===== src/rtl/regfile_pkg.sv =====
// rtl/regfile_pkg.sv - shared register-file parameters, requester enum and address helper
package regfile_pkg;

    localparam int NUM_REGS   = 8;
    localparam int DATA_WIDTH = 16;
    localparam int ADDR_WIDTH = 4;
    localparam int CNT_WIDTH  = 2;
    localparam int IDX_WIDTH  = $clog2(NUM_REGS);

    localparam logic [ADDR_WIDTH-1:0] NUM_REGS_A = ADDR_WIDTH'(NUM_REGS);

    typedef enum logic {
        REQ_ALU = 1'b0,
        REQ_MEM = 1'b1
    } req_e;

    function automatic logic addr_ok(input logic [ADDR_WIDTH-1:0] a);
        return a < NUM_REGS_A;
    endfunction

endpackage


===== src/rtl/regfile_wb_arbiter_if.sv =====
// rtl/regfile_wb_arbiter_if.sv - write-back request channel (valid/ready with address and data)
interface regfile_wb_arbiter_if;
    import regfile_pkg::*;

    logic                  valid;
    logic                  ready;
    logic [ADDR_WIDTH-1:0] addr;
    logic [DATA_WIDTH-1:0] data;

    modport master (output valid, output addr, output data, input ready);
    modport slave  (input valid, input addr, input data, output ready);

endinterface


===== src/rtl/reg_pending_counter.sv =====
// rtl/reg_pending_counter.sv - saturating up/down counter of in-flight writes for one register
module reg_pending_counter #(
    parameter int WIDTH = 2
) (
    input  logic clock,
    input  logic reset,
    input  logic inc,
    input  logic dec,
    output logic nonzero,
    output logic overflow
);

    localparam logic [WIDTH-1:0] MAX = '1;

    logic [WIDTH-1:0] count;

    assign nonzero  = count != '0;
    assign overflow = inc & ~dec & (count == MAX);

    // Simultaneous inc and dec cancel; underflow silently holds at zero.
    always_ff @(posedge clock) begin
        if (reset) begin
            count <= '0;
        end else if (inc & ~dec & (count != MAX)) begin
            count <= count + 1'b1;
        end else if (dec & ~inc & (count != '0)) begin
            count <= count - 1'b1;
        end
    end

endmodule


===== src/rtl/regfile_wb_arbiter.sv =====
// rtl/regfile_wb_arbiter.sv - round-robin write-port arbiter with pending-write hazard scoreboard
module regfile_wb_arbiter
    import regfile_pkg::*;
(
    input  logic                  clock,
    input  logic                  reset,
    regfile_wb_arbiter_if.slave   alu,
    regfile_wb_arbiter_if.slave   mem,
    input  logic                  mark_valid,
    input  logic [ADDR_WIDTH-1:0] mark_addr,
    input  logic [ADDR_WIDTH-1:0] query_addr1,
    input  logic [ADDR_WIDTH-1:0] query_addr2,
    output logic                  hazard1,
    output logic                  hazard2,
    output logic                  write,
    output logic [ADDR_WIDTH-1:0] write_address,
    output logic [DATA_WIDTH-1:0] write_data,
    output logic                  err
);

    req_e                  prio;
    logic                  alu_grant;
    logic                  mem_grant;
    logic                  accepted;
    logic [ADDR_WIDTH-1:0] sel_addr;
    logic [DATA_WIDTH-1:0] sel_data;
    logic [NUM_REGS-1:0]   nonzero;
    logic [NUM_REGS-1:0]   overflow;

    assign alu_grant = alu.valid & (~mem.valid | (prio == REQ_ALU));
    assign mem_grant = mem.valid & (~alu.valid | (prio == REQ_MEM));

    assign alu.ready = alu_grant & ~reset;
    assign mem.ready = mem_grant & ~reset;
    assign accepted  = alu.ready | mem.ready;

    assign sel_addr = mem.ready ? mem.addr : alu.addr;
    assign sel_data = mem.ready ? mem.data : alu.data;

    always_ff @(posedge clock) begin
        if (reset) begin
            write         <= 1'b0;
            write_address <= '0;
            write_data    <= '0;
            prio          <= REQ_ALU;
            err           <= 1'b0;
        end else begin
            write <= accepted & addr_ok(sel_addr);
            if (accepted & addr_ok(sel_addr)) begin
                write_address <= sel_addr;
                write_data    <= sel_data;
            end
            if (alu.ready) begin
                prio <= REQ_MEM;
            end else if (mem.ready) begin
                prio <= REQ_ALU;
            end
            if ((accepted & ~addr_ok(sel_addr)) | (mark_valid & ~addr_ok(mark_addr)) | (|overflow)) begin
                err <= 1'b1;
            end
        end
    end

    // The decrement is keyed off the registered write pulse, so a hazard clears
    // on the same edge the register file captures the data.
    for (genvar i = 0; i < NUM_REGS; i++) begin : g_cnt
        reg_pending_counter #(.WIDTH(CNT_WIDTH)) u_cnt (
            .clock    (clock),
            .reset    (reset),
            .inc      (mark_valid & (mark_addr == ADDR_WIDTH'(i))),
            .dec      (write & (write_address == ADDR_WIDTH'(i))),
            .nonzero  (nonzero[i]),
            .overflow (overflow[i])
        );
    end

    assign hazard1 = addr_ok(query_addr1) & nonzero[query_addr1[IDX_WIDTH-1:0]];
    assign hazard2 = addr_ok(query_addr2) & nonzero[query_addr2[IDX_WIDTH-1:0]];

endmodule


===== src/flat_wrapper.sv =====
// flat-port wrapper written by rule: the top's interface ports become plain ports
module regfile_wb_arbiter_flat import regfile_pkg::*;
  (clock, reset, mark_valid, mark_addr, query_addr1, query_addr2, hazard1, hazard2, write, write_address, write_data, err, alu_valid, alu_addr, alu_data, alu_ready, mem_valid, mem_addr, mem_data, mem_ready);
  regfile_wb_arbiter_if alu_i ();
  regfile_wb_arbiter_if mem_i ();
  input  logic clock;
  input  logic reset;
  input  logic mark_valid;
  input  logic [ADDR_WIDTH-1:0] mark_addr;
  input  logic [ADDR_WIDTH-1:0] query_addr1;
  input  logic [ADDR_WIDTH-1:0] query_addr2;
  output logic hazard1;
  output logic hazard2;
  output logic write;
  output logic [ADDR_WIDTH-1:0] write_address;
  output logic [DATA_WIDTH-1:0] write_data;
  output logic err;
  input wire logic [$bits(alu_i.valid)-1:0] alu_valid;
  input wire logic [$bits(alu_i.addr)-1:0] alu_addr;
  input wire logic [$bits(alu_i.data)-1:0] alu_data;
  output wire logic [$bits(alu_i.ready)-1:0] alu_ready;
  input wire logic [$bits(mem_i.valid)-1:0] mem_valid;
  input wire logic [$bits(mem_i.addr)-1:0] mem_addr;
  input wire logic [$bits(mem_i.data)-1:0] mem_data;
  output wire logic [$bits(mem_i.ready)-1:0] mem_ready;
  assign alu_i.valid = alu_valid;
  assign alu_i.addr = alu_addr;
  assign alu_i.data = alu_data;
  assign alu_ready = alu_i.ready;
  assign mem_i.valid = mem_valid;
  assign mem_i.addr = mem_addr;
  assign mem_i.data = mem_data;
  assign mem_ready = mem_i.ready;
  regfile_wb_arbiter u_core (.clock(clock), .reset(reset), .alu(alu_i), .mem(mem_i), .mark_valid(mark_valid), .mark_addr(mark_addr), .query_addr1(query_addr1), .query_addr2(query_addr2), .hazard1(hazard1), .hazard2(hazard2), .write(write), .write_address(write_address), .write_data(write_data), .err(err));
endmodule

===== config.mk =====
export PLATFORM = sky130hd
export DESIGN_NAME = regfile_wb_arbiter_flat
export DESIGN_NICKNAME = d
export VERILOG_FILES = /design/src/rtl/regfile_pkg.sv /design/src/rtl/regfile_wb_arbiter_if.sv /design/src/rtl/reg_pending_counter.sv /design/src/rtl/regfile_wb_arbiter.sv /design/src/flat_wrapper.sv
export SDC_FILE = /design/constraint.sdc
export NUM_CORES = 1
export LEC_CHECK = 0
export CORE_MARGIN = 5
export CORE_UTILIZATION = 49
export DETAILED_ROUTE_END_ITERATION = 10
export PLACE_DENSITY_LB_ADDON = 0.15
export SYNTH_ARGS = -nofsm -noshare
export SYNTH_HDL_FRONTEND = slang
export SYNTH_SLANG_ARGS = --single-unit
export TNS_END_PERCENT = 20

===== constraint.sdc =====
create_clock -name clock -period 2.8 [get_ports clock]
set_clock_uncertainty 0.2 [all_clocks]
set_input_delay 0.28 -clock clock [delete_from_list [all_inputs] [get_ports clock]]
set_output_delay 0.28 -clock clock [all_outputs]
set_load 0.1 [all_outputs]

# Word level (Yosys, flattened, before mapping)
# Cells that the tools add are included.
[totals]
register_bits = 39
out_inout_bits = 26
[classes]
add_sub_neg = 16
magnitude_cmp = 6
eq_ne = 30
muxes = 24
bitwise = 92
n_reduce_logical = 20
[op_table]
columns = ["op", "n"]
rows = [
  ["AND 1 bit", 65],
  ["nonzero test 2 bit", 17],
  ["equality test 4 x 3 -> 1 bit (second input constant)", 8],
  ["2-to-1 mux 2 bit", 16],
  ["NOT 1 bit", 22],
  ["adder 2 x 1 -> 2 bit (second input constant)", 8],
  ["equality test 2 bit (second input constant)", 8],
  ["equality test 4 x 2 -> 1 bit (second input constant)", 4],
  ["less-than comparator 4 bit (second input constant)", 4],
  ["2-to-1 mux 16 bit", 1],
  ["!= test 2 bit (second input constant)", 8],
  ["subtractor 2 x 1 -> 2 bit (second input constant)", 8],
  ["equality test 4 x 1 -> 1 bit (second input constant)", 2],
  ["zero test 4 bit", 2],
  ["less-than comparator 3 x 4 -> 1 bit (second input constant)", 2],
  ["OR reduction 8 bit", 1],
  ["binary-select mux 1 bit (select 3 bit)", 2],
  ["OR 1 bit", 5],
  ["2-to-1 mux 1 bit", 4],
  ["2-to-1 mux 4 bit", 1],
]

# Longest topological paths before layout
[logic_depth]
ltp_word = 10
mapped_depth = 6

# Modules after synthesis
# Synthesis repeated with hierarchy kept, for this count alone.
[unflattened]
hier_cells = 238
hier_area_um2 = 2275.9
[modules_own_cells]
columns = ["module", "n_inst", "cells_per_inst", "area_per_inst_um2", "seq_area_each_um2"]
rows = [
  ["regfile_wb_arbiter", 1, 126, 1285.0, 460.4],
  ["reg_pending_counter", 8, 14, 123.9, 40.0],
]

# Least setup slack after synthesis
# Ideal clock, no wire load.
[synth_timing]
kind = "input -> output"
startpoint = "input port query_addr1[0]"
endpoint = "output port hazard1"
arrival_ps = 3094
t_required_ps = 2320
slack_ps = -774
cell_stages = 5
n_path_buf = 1
cell_sequence = "clkbuf_1 > nor3_1 > a211oi_1 > a211oi_1 > a211oi_1"
[synth_between]
elab_chain_len = 3
elab_cells_between_ends = 4
cone_classes = "order compare: 1; mux: 2; bitwise: 1"
[synth_lines]
columns = ["item", "line", "text"]
rows = [
  ["from (decl)", "flat_wrapper.sv:10", "input logic [ADDR_WIDTH-1:0] query_addr1;"],
  ["binary-select mux 1 bit (select 3 bit)", "regfile_wb_arbiter.sv:77", "assign hazard1 = addr_ok(query_addr1) & nonzero[query_addr1[IDX_WIDTH-1:0]];"],
  ["2-to-1 mux 1 bit (not written as such)", "regfile_wb_arbiter.sv:77", ""],
  ["AND 1 bit (*)", "regfile_wb_arbiter.sv:77", ""],
  ["to (decl)", "flat_wrapper.sv:12", "output logic hazard1;"],
]
# Every way passes the cells marked *; elsewhere a longest branch is shown, timed or not. The select of a mux whose other input is x is not followed.

# Final worst setup path
[layout_timing]
startpoint = "input port query_addr2[0]"
endpoint = "output port hazard2"
[layout_between]
elab_chain_len = 3
elab_cells_between_ends = 4
cone_classes = "order compare: 1; mux: 2; bitwise: 1"
[layout_lines]
columns = ["item", "line", "text"]
rows = [
  ["from (decl)", "flat_wrapper.sv:11", "input logic [ADDR_WIDTH-1:0] query_addr2;"],
  ["binary-select mux 1 bit (select 3 bit)", "regfile_wb_arbiter.sv:78", "assign hazard2 = addr_ok(query_addr2) & nonzero[query_addr2[IDX_WIDTH-1:0]];"],
  ["2-to-1 mux 1 bit (not written as such)", "regfile_wb_arbiter.sv:78", ""],
  ["AND 1 bit (*)", "regfile_wb_arbiter.sv:78", ""],
  ["to (decl)", "flat_wrapper.sv:13", "output logic hazard2;"],
]
# Marks and branches as above.

==> flow_summary.toml <==
[synthesis]
yosysTopAreaCell = "dfxtp_1"
syn_area_um2 = 2320
yosysMostFrequentCell = "dfxtp_1"
syn_inst = 274
syn_area_per_cell_um2 = 8.45
synthTopCellsByArea = "dfxtp_1 34%, a211oi_1 11%, mux2i_1 8.2%"
yosysUniqueCellTypes = 49
ys_seq_area_frac = 0.337
ys.warnings.count = 0
synth_edf_count = 0
synthArstFlopShare = 0
synth_ff_type = "dfxtp_1"
synth_nets = 331
ys_ff_latch = 39
synthTopCellsByCount = "39 x dfxtp_1, 37 x a21oi_1, 35 x a211oi_1, 19 x mux2i_1, 18 x clkbuf_1"
synth_top_area_frac = 0.337

[critical_path]
reg2reg_depth = 4
crit_buf_inv = 2
crit_fanout = 8
cp_top_family = "buffers and inverters"
r2r_end = "u_core.err$_SDFFE_PP0P_"
crit_path_start_kind = "input pin"
critPathLaunch = "query_addr2[0]"
crit_type = "in -> out"
cp.depth = 6
path_cells = "clkdlybuf4s50_1, nor3_1, a211oi_1, a21oi_1, a211oi_1, buf_12"
cpPeakStageDelay_ns = 0.62
crit_end = "hazard2"
timing.critical_path.mode_cell = "a211oi_1"
worst_path_max_delay_cell = "clkdlybuf4s50_1"
cp-end-kind = "output port"
cp.required_ns = 2.32
timing.rr.start = "u_core.write_address[0]$_SDFFE_PP0P_"
crit_arrival_ns = 1.90
r2r_slack_ns = 0.76

[clock_tree]
cts_buffers = 5
hold_buffers = 0
clock_latency_ns = 0.29
cts.clk_slew.worst_paths_ns = 0.07
clockBufferDepth = 2
cts_num_sinks = 39
postCtsSetupRepairBufs = 0
root_buffer = "clkbuf_8"
htreeDepth = 2
cts-resized-gates = 0
tritoncts = "done"

[sta]
tightest_slew_ns = 0.617
fmax_mhz = 420
hold_ws_ns = 0.301
slew_headroom = 0.583
drv_slew = 0
fin_ws_ns = 0.420
setup_violations = 0
hold_violations = 0
min_period_ns = 2.38
rsz0062_at_grt = "no"
fin_crit_sh = 0.850

[place]
portBuffers = 82
placed_cells = 397
place_congestion = 0.835
dp_hpwl_um = 4880
place_ws_ns = 0.339

[global_route]
grt_pass1_wl_um = 10600
grt_max_degree = 41
overflow = 0
antenna_found_initial = 0
grt_pass1_vias = 2321
grtUsageTotal = 0.211

[routing]
drc = 0
via_per_inst = 6.02
drt_wl_total_um = 6460
drt_iter0_markers = 190
via_count = 2440
wl_per_cell_um = 15.9
first_pass_iters = 4
ant_nets = 0

[floorplanning]
die_w_um = 78.8
num_io_pins = 83
fp-row-count = 25
die_area_um2 = 6200
core_um2 = 4660
initial_core_util = 0.497
die_h_um = 78.8

[power_and_ir_drop]
p_per_area_nw_per_um2 = 460
peakVddDrop_mv = 0.291
leakage_nw = 1.24
finalPower_mw = 1.50

[layout]
area_delta_synth_final_pct = 41.3
layout-drive-gt1-share = 0.151
antenna_cells = 0
num-nets-final = 407
fillerInstances = 377
instances_no_fill = 405

[hold_path]
holdCritPathClass = "reg -> reg"

[job]
drv_cap = 0

[outcome]
outcome = "finished, final reports clean"
[power breakdown]
part | total [mW] | switching (mW) | internal (mW)
clock | 0.417 | 0.192 | 0.225
sequential | 0.604 | 0.0243 | 0.580
combinational | 0.483 | 0.309 | 0.174
total | 1.50 | 0.525 | 0.979
[worst min-delay path: stages, from the launching register on]
cell	delay (ns)
dfxtp_1	0.34
nand2_1	0.06
a21oi_1	0.05
[metal layers]
| layer | GRT usage | up-vias | share of wire |
|---|---|---|---|
| met5 | 0 | - | 0 |
| met4 | 0.0594 | 0 | 0.010 |
| met3 | 0.0794 | 7 | 0.10 |
| met2 | 0.351 | 86 | 0.47 |
| met1 | 0.254 | 1131 | 0.42 |
| li1 | - | 1216 | - |
[stage by stage]
step,area (um2),setup TNS (ns),utilization
floorplan,2320,-0.774,-
global placement,3170,0,0.681
detailed placement,3170,0,0.681
CTS,3270,0,0.702
global route,3270,0,0.702
finish,3270,0,0.702
[state kept, by name, indices dropped and copies added, names as in the netlist]
name,flops
u_core.err,1
u_core.g_cnt.u_cnt.count,16
u_core.prio,1
u_core.write,1
u_core.write_address,4
u_core.write_data,16
[area by class of cell]
class,instances,area (um2),share of cell area
multi-input cells,202,1410,0.429
flip-flops and latches,39,781,0.239
clock buffers,8,100,0.0306
repair buffers,92,881,0.269
inverters,10,37.5,0.0115
well taps,54,67.6,0.0207
[worst min path at each step]
stage	startpoint	endpoint	slack, ns	cells after the start
2_1_floorplan	u_core.g_cnt[1].u_cnt.count[1]$_SDFFE_PP0P_	u_core.g_cnt[1].u_cnt.count[1]$_SDFFE_PP0P_	0.26	2
3_3_place_gp	u_core.g_cnt[1].u_cnt.count[1]$_SDFFE_PP0P_	u_core.g_cnt[1].u_cnt.count[1]$_SDFFE_PP0P_	0.29	2
3_5_place_dp	u_core.g_cnt[1].u_cnt.count[1]$_SDFFE_PP0P_	u_core.g_cnt[1].u_cnt.count[1]$_SDFFE_PP0P_	0.29	2
4_1_cts	u_core.g_cnt[1].u_cnt.count[1]$_SDFFE_PP0P_	u_core.g_cnt[1].u_cnt.count[1]$_SDFFE_PP0P_	0.30	2
5_1_grt	u_core.g_cnt[1].u_cnt.count[1]$_SDFFE_PP0P_	u_core.g_cnt[1].u_cnt.count[1]$_SDFFE_PP0P_	0.35	2
6_report	u_core.g_cnt[1].u_cnt.count[1]$_SDFFE_PP0P_	u_core.g_cnt[1].u_cnt.count[1]$_SDFFE_PP0P_	0.30	2
[cell families after synthesis]
family | after synthesis | synth area share
AO/OA/AOI/OAI | 126 | 0.384
AND/OR/NAND/NOR | 57 | 0.138
flip-flops | 39 | 0.337
buffers and inverters | 33 | 0.0583
multiplexers | 19 | 0.0821
[cell usage in the layout, fill, tap and decap left out, drive strengths merged, types with 3 or more instances in the layout]
cell type / n
nand2: 13
o21ai: 9
a2111oi: 4
clkdlybuf4s50: 56
inv: 10
o2111ai: 5
a31oi: 3
nor2: 10
nand2b: 3
dfxtp: 39
a21o: 5
mux2i: 19
buf: 36
a211o: 4
clkbuf: 8
a21bo: 4
nor3: 8
o211ai: 8
nand3: 3
a21oi: 37
a211oi: 36
nand3b: 3
No activity file was read; power rests on OpenSTA's default activity.
